$ cat src/rtl/imba_menu_pkg.sv
// Shared definitions for the imba menu: page codes, per-page item counts,
// waveform selection codes and the power-on values of the feature enables.
package imba_menu_pkg;

    // Width of the debounce stable-high counter.
    localparam int DB_CNT_W = 20;

    // Menu pages; the encoding is what the drawing block sees on menu_state.
    typedef enum logic [1:0] {
        PAGE_MAIN = 2'b00,
        PAGE_WAVE = 2'b01,
        PAGE_DISP = 2'b10,
        PAGE_ANA  = 2'b11
    } page_e;

    // Number of selectable items on each page (Back included where present).
    localparam logic [2:0] ITEMS_MAIN = 3'd3;
    localparam logic [2:0] ITEMS_WAVE = 3'd5;
    localparam logic [2:0] ITEMS_DISP = 3'd4;
    localparam logic [2:0] ITEMS_ANA  = 3'd3;

    // Waveform styles; item index on the waveform page maps directly onto these.
    typedef enum logic [1:0] {
        WAVE_DEFAULT = 2'b00,
        WAVE_PULSAR  = 2'b01,
        WAVE_BLOCKS  = 2'b10,
        WAVE_NONE    = 2'b11
    } wave_e;

    // Feature enables after reset.
    localparam logic RST_AXIS_EN  = 1'b1;
    localparam logic RST_GRID_EN  = 1'b0;
    localparam logic RST_TICKS_EN = 1'b1;
    localparam logic RST_FFT_EN   = 1'b0;
    localparam logic RST_AMP_EN   = 1'b0;

    // Index of the last item on a page (the Back item on sub-pages).
    function automatic logic [2:0] last_item(input page_e page);
        logic [2:0] last;
        case (page)
            PAGE_MAIN: last = ITEMS_MAIN - 3'd1;
            PAGE_WAVE: last = ITEMS_WAVE - 3'd1;
            PAGE_DISP: last = ITEMS_DISP - 3'd1;
            default:   last = ITEMS_ANA - 3'd1;
        endcase
        return last;
    endfunction

endpackage

$ cat src/rtl/button_debounce.sv
// Pushbutton conditioner: two-flop synchroniser, stable-high counter and a
// single-cycle pulse per press. A press only counts once the button has been
// seen low since the previous pulse (or since reset), so a button held through
// reset or held after its pulse never produces another one.
module button_debounce
    import imba_menu_pkg::*;
#(
    parameter logic [DB_CNT_W-1:0] DEBOUNCE_CYCLES = 20'd1000000
) (
    input  logic clk,
    input  logic rst,
    input  logic btn_raw,
    output logic pulse
);

    logic                sync1_q, sync1_d;
    logic                sync2_q, sync2_d;
    logic                armed_q, armed_d;
    logic [DB_CNT_W-1:0] count_q, count_d;
    logic                pulse_q, pulse_d;

    // Synchroniser resets to "high" so a button held across reset must be
    // observed released before it can arm again.
    always_ff @(posedge clk) begin
        if (rst) begin
            sync1_q <= 1'b1;
            sync2_q <= 1'b1;
            armed_q <= 1'b0;
            count_q <= '0;
            pulse_q <= 1'b0;
        end else begin
            sync1_q <= sync1_d;
            sync2_q <= sync2_d;
            armed_q <= armed_d;
            count_q <= count_d;
            pulse_q <= pulse_d;
        end
    end

    // Count consecutive high samples; fire once when the count completes.
    always_comb begin
        sync1_d = btn_raw;
        sync2_d = sync1_q;
        armed_d = armed_q;
        count_d = count_q;
        pulse_d = 1'b0;
        if (!sync2_q) begin
            count_d = '0;
            armed_d = 1'b1;
        end else if (armed_q) begin
            if (count_q == DEBOUNCE_CYCLES - 1'b1) begin
                pulse_d = 1'b1;
                armed_d = 1'b0;
                count_d = '0;
            end else begin
                count_d = count_q + 1'b1;
            end
        end
    end

    assign pulse = pulse_q;

endmodule

$ cat src/rtl/imba_menu_controller.sv
// Menu navigation: clap opens/closes the menu, debounced up/down/select move
// the cursor, change pages and update the persistent display/wave settings.
module imba_menu_controller
    import imba_menu_pkg::*;
#(
    parameter logic [DB_CNT_W-1:0] DEBOUNCE_CYCLES = 20'd1000000,
    parameter logic [11:0]         ROW0_Y          = 12'd864,
    parameter logic [11:0]         ROW_PITCH       = 12'd16
) (
    input  logic        CLK_VGA,
    input  logic        RESET,
    input  logic        clap_pulse,
    input  logic        btn_up,
    input  logic        btn_down,
    input  logic        btn_select,
    output logic        Menu_Clap,
    output logic [1:0]  menu_state,
    output logic [2:0]  cursor,
    output logic [11:0] cursor_y,
    output logic [1:0]  wave_sel,
    output logic        axis_en,
    output logic        grid_en,
    output logic        ticks_en,
    output logic        fft_en,
    output logic        amp_en
);

    logic up_p, down_p, sel_p;

    button_debounce #(.DEBOUNCE_CYCLES(DEBOUNCE_CYCLES)) u_db_up (
        .clk(CLK_VGA), .rst(RESET), .btn_raw(btn_up), .pulse(up_p)
    );
    button_debounce #(.DEBOUNCE_CYCLES(DEBOUNCE_CYCLES)) u_db_down (
        .clk(CLK_VGA), .rst(RESET), .btn_raw(btn_down), .pulse(down_p)
    );
    button_debounce #(.DEBOUNCE_CYCLES(DEBOUNCE_CYCLES)) u_db_select (
        .clk(CLK_VGA), .rst(RESET), .btn_raw(btn_select), .pulse(sel_p)
    );

    logic        open_q, open_d;
    page_e       page_q, page_d;
    logic [2:0]  cursor_q, cursor_d;
    logic [11:0] cursor_y_q, cursor_y_d;
    wave_e       wave_q, wave_d;
    logic        axis_q, axis_d;
    logic        grid_q, grid_d;
    logic        ticks_q, ticks_d;
    logic        fft_q, fft_d;
    logic        amp_q, amp_d;
    logic [2:0]  last;

    // State and settings registers.
    always_ff @(posedge CLK_VGA) begin
        if (RESET) begin
            open_q     <= 1'b0;
            page_q     <= PAGE_MAIN;
            cursor_q   <= 3'd0;
            cursor_y_q <= ROW0_Y;
            wave_q     <= WAVE_DEFAULT;
            axis_q     <= RST_AXIS_EN;
            grid_q     <= RST_GRID_EN;
            ticks_q    <= RST_TICKS_EN;
            fft_q      <= RST_FFT_EN;
            amp_q      <= RST_AMP_EN;
        end else begin
            open_q     <= open_d;
            page_q     <= page_d;
            cursor_q   <= cursor_d;
            cursor_y_q <= cursor_y_d;
            wave_q     <= wave_d;
            axis_q     <= axis_d;
            grid_q     <= grid_d;
            ticks_q    <= ticks_d;
            fft_q      <= fft_d;
            amp_q      <= amp_d;
        end
    end

    // Next state: clap beats select beats up/down; lower-priority pulses are dropped.
    always_comb begin
        open_d   = open_q;
        page_d   = page_q;
        cursor_d = cursor_q;
        wave_d   = wave_q;
        axis_d   = axis_q;
        grid_d   = grid_q;
        ticks_d  = ticks_q;
        fft_d    = fft_q;
        amp_d    = amp_q;
        last     = last_item(page_q);

        if (clap_pulse) begin
            open_d = !open_q;
            if (!open_q) begin
                page_d   = PAGE_MAIN;
                cursor_d = 3'd0;
            end
        end else if (open_q) begin
            if (sel_p) begin
                case (page_q)
                    PAGE_MAIN: begin
                        page_d   = page_e'(cursor_q[1:0] + 2'd1);
                        cursor_d = 3'd0;
                    end
                    PAGE_WAVE: begin
                        if (cursor_q == last) begin
                            page_d   = PAGE_MAIN;
                            cursor_d = 3'd0;
                        end else begin
                            wave_d = wave_e'(cursor_q[1:0]);
                        end
                    end
                    PAGE_DISP: begin
                        if (cursor_q == last) begin
                            page_d   = PAGE_MAIN;
                            cursor_d = 3'd1;
                        end else begin
                            case (cursor_q)
                                3'd0:    axis_d  = !axis_q;
                                3'd1:    grid_d  = !grid_q;
                                default: ticks_d = !ticks_q;
                            endcase
                        end
                    end
                    default: begin
                        if (cursor_q == last) begin
                            page_d   = PAGE_MAIN;
                            cursor_d = 3'd2;
                        end else if (cursor_q == 3'd0) begin
                            fft_d = !fft_q;
                        end else begin
                            amp_d = !amp_q;
                        end
                    end
                endcase
            end else if (up_p && !down_p) begin
                cursor_d = (cursor_q == 3'd0) ? last : cursor_q - 3'd1;
            end else if (down_p && !up_p) begin
                cursor_d = (cursor_q == last) ? 3'd0 : cursor_q + 3'd1;
            end
        end

        cursor_y_d = ROW0_Y + ROW_PITCH * {9'd0, cursor_d};
    end

    assign Menu_Clap  = open_q;
    assign menu_state = page_q;
    assign cursor     = cursor_q;
    assign cursor_y   = cursor_y_q;
    assign wave_sel   = wave_q;
    assign axis_en    = axis_q;
    assign grid_en    = grid_q;
    assign ticks_en   = ticks_q;
    assign fft_en     = fft_q;
    assign amp_en     = amp_q;

endmodule

$ cat config.mk
export PLATFORM = sky130hd
export DESIGN_NAME = imba_menu_controller
export DESIGN_NICKNAME = d
export VERILOG_FILES = /design/src/rtl/imba_menu_pkg.sv /design/src/rtl/button_debounce.sv /design/src/rtl/imba_menu_controller.sv
export SDC_FILE = /design/constraint.sdc
export NUM_CORES = 1
export LEC_CHECK = 0
export BUFFER_PORTS_ARGS = -buffer_cell sky130_fd_sc_hd__buf_2
export CELL_PAD_IN_SITES_DETAIL_PLACEMENT = 2
export CELL_PAD_IN_SITES_GLOBAL_PLACEMENT = 2
export CORE_UTILIZATION = 37
export DETAILED_ROUTE_END_ITERATION = 7
export PLACE_DENSITY_LB_ADDON = 0.1
export SYNTH_ARGS = -nofsm -noshare
export SYNTH_HDL_FRONTEND = slang
export SYNTH_HIERARCHICAL = 1
export SYNTH_SLANG_ARGS = --single-unit
export TNS_END_PERCENT = 5
$ cat constraint.sdc
create_clock -name CLK_VGA -period 3.3 [get_ports CLK_VGA]
set_clock_uncertainty 0.15 [all_clocks]
set_input_delay 0.66 -clock CLK_VGA [delete_from_list [all_inputs] [get_ports CLK_VGA]]
set_output_delay 0.66 -clock CLK_VGA [all_outputs]
set_load 0.005 [all_outputs]
==> impl_metrics.toml <==
[outcome]
outcome = "complete, but fails checks"
violations = "DRC"

[hold_path]
min_path_cells = 1
hp-class = "flip-flop to flip-flop"

[place]
place_area_mm2 = 0.004602
routabilityCongestion = 0.7706
dp.final_hpwl_um = 8188
place_inst = 650
place_ws_ns = 0.7931
portBuffers = 22

[clock_tree]
cts_resized = 0
cts-buffers-inserted = 9
cts_sinks = 88
cts_hold_buf = 0
cts_tree = "built"
clk_latency_ns = 0.35
cts_setup_buffers = 0
root_buffer = "clkbuf_16"
clk_pin_slew_ns = 0.07
htree_levels = 3
cts_buffer_depth = 2

[setup_path]
critical_path_arrival_ns = 2.60
ff2ff_path_depth = 8
worstPathRequired_ns = 3.38
worstSetupPathType = "flip-flop to flip-flop"
cp-start-kind = "flip-flop"
path_max_fanout = 11
end_kind = "flip-flop"
rrSetupSlack_ns = 0.78

[timing]
rsz0062_at_grt = "no"
tightest_slew_ns = 0.6218
hold_viol_final = 0
drv_slew = 0
worst_slack_ns = 0.7781
max_freq_mhz = 396.5
fin_crit_ns = 2.522
tns_ns = 0
post-route-period-util_pct = 76.42
setup_viol = 0
maxSlewHeadroom_pct = 58.16

[die]
dieWidth_um = 111.1
rows = 39
die_area_mm2 = 0.01235
initial_core_util_pct = 38.26
core_mm2 = 0.01152
io_pins = 31
die_y_um = 111.1

[yosys]
ys.flop_type = "dfxtp_1"
syn_area_per_cell_um2 = 8.776
synth_area_leaders = "dfxtp_1 40%, xor2_1 5.6%, nor2_1 4.3%"
synth_cells = 502
yosysMostFrequentCell = "dfxtp_1"
synth_area_leader_cell = "dfxtp_1"
synth.ff_latch_count = 88
synth_area_mm2 = 0.004405
async_reset_ff_share_pct = 0
synth_top_area_share_pct = 39.99
yosys_warnings = 6
synth-edff-count = 0
synth_seq_area_share_pct = 39.99
synthTopCellsByCount = "88 x dfxtp_1, 50 x nor2_1, 32 x a21oi_1"
ys_types = 56

[global_route]
grt_use_met3_pct = 4.046
grt_pass1_wl_um = 20190
antenna_found_initial = 0
grtUsageMet2_pct = 35.09
grt_overflow = 0
grt_use_total_pct = 20.13
top_usage_layer = "met2"
grt_max_degree = 28
grt_pass1_vias = 4082
met1_usage_pct = 24.74

[power]
vdd_drop_max_v = 0.0002037
p_switching_mw = 0.4969
finalPower_mw = 2.144
cellLeakagePower_nw = 1.645
pwr-share-seq_pct = 50.7
clkPwrFrac_pct = 46.3
power_density_mw_per_mm2 = 438.7
p_int_mw = 1.647
combPwrFrac_pct = 3.0
switching_share_pct = 23.18

[layout]
antenna_cells = 0
layout.cells.non_filler = 666
fillers = 1328
syn_to_final_growth_pct = 10.93
nets = 533
drive_gt1_share_pct = 13.58
design_area_mm2 = 0.004887

[flow_run]
cap_violations = 0

[routing]
wirelength_um = 11560
drc_errors = 4
drt-wirelength-per-cell_um = 17.35
vias = 3771
first_pass_iters = 6
via_per_inst = 5.662
detail_route.iter0.violations = 168
ant_nets = 0
==> power groups by stage <==
stage                     logic, mW  clock network [mW]  registers, mW
after global placement       0.0643                   0           1.11
after detailed placement     0.0664                   0           1.11
after CTS                    0.0669                1.03           1.09
final                        0.0650               0.992           1.09
after floorplan              0.0531                   0           1.10
after global routing         0.0744                1.06           1.09
==> state kept, by name, summed over array words and instances (netlist names), 2 cells and up <==
register and count:
u_db_select/count_q 20, cursor 3, u_db_down/count_q 20, wave_sel 2, u_db_up/count_q 20, cursor_y 3, menu_state 2
==> cell type report <==
| class | instances | area (um2) | share of cell area [%] |
|---|---|---|---|
| timing repair buffer | 27 | 147.6 | 3.021 |
| clock buffer | 12 | 256.5 | 5.248 |
| clock inverter | 4 | 28.78 | 0.5888 |
| inverter | 6 | 22.52 | 0.4608 |
| tap | 143 | 178.9 | 3.661 |
| sequential | 88 | 1762 | 36.05 |
| multi-input combinational | 386 | 2491 | 50.97 |
==> metal layers <==
metal | up-vias | part of all wire (%)
met5 | - | 0
met4 | 0 | 1.3
met3 | 13 | 2.1
met2 | 27 | 50
met1 | 1882 | 47
li1 | 1849 | -
==> worst max-delay path: stages (launching register included) <==
cell and delay, ns:
dfxtp_1 0.55, inv_1 0.15, ha_1 0.35, o22ai_1 0.09
a2111oi_0 0.50, a211oi_2 0.17, or2_2 0.33, inv_2 0.07
a21oi_2 0.05
==> worst paths after layout <==
kind                             from             endpoint
setup reg to reg            cursor[1]          cursor_y[6]
hold reg to reg   u_db_select/sync1_q  u_db_select/sync2_q
hold / removal    u_db_select/sync1_q  u_db_select/sync2_q
setup / recovery            cursor[1]          cursor_y[6]
==> through the flow <==
stage / util [%] / hold WS (ns)
finish: 42.44 / 0.2689
global route: 42.44 / 0.2988
CTS: 42.44 / 0.2777
detailed placement: 39.96 / 0.2581
global placement: 39.96 / 0.2433
floorplan: - / 0.2395
==> layout by cell type, fill, tap and decap left out, drive strengths merged, types with 7 or more instances in the layout <==
cell type	instances
a21oi	36
or4	9
nand2b	11
nor3	12
buf	27
xnor2	13
nor4	9
dfxtp	88
clkbuf	12
nand2	23
nand3	29
o31ai	9
or2	7
or3	15
conb	8
nand4	31
nor2	50
xor2	28
o21ai	20
ha	9
and3	14
==> logic make-up after synthesis <==
family | share of synthesized area, %
AND/OR/NAND/NOR | 31.92
flip-flops | 39.99
AO/OA/AOI/OAI | 11.84
XOR/XNOR | 8.151
buffers and inverters | 3.976
adder cells (fa/ha/maj) | 2.556
multiplexers | 1.392
other | 0.1705
No activity file was read; power rests on OpenSTA's default activity.
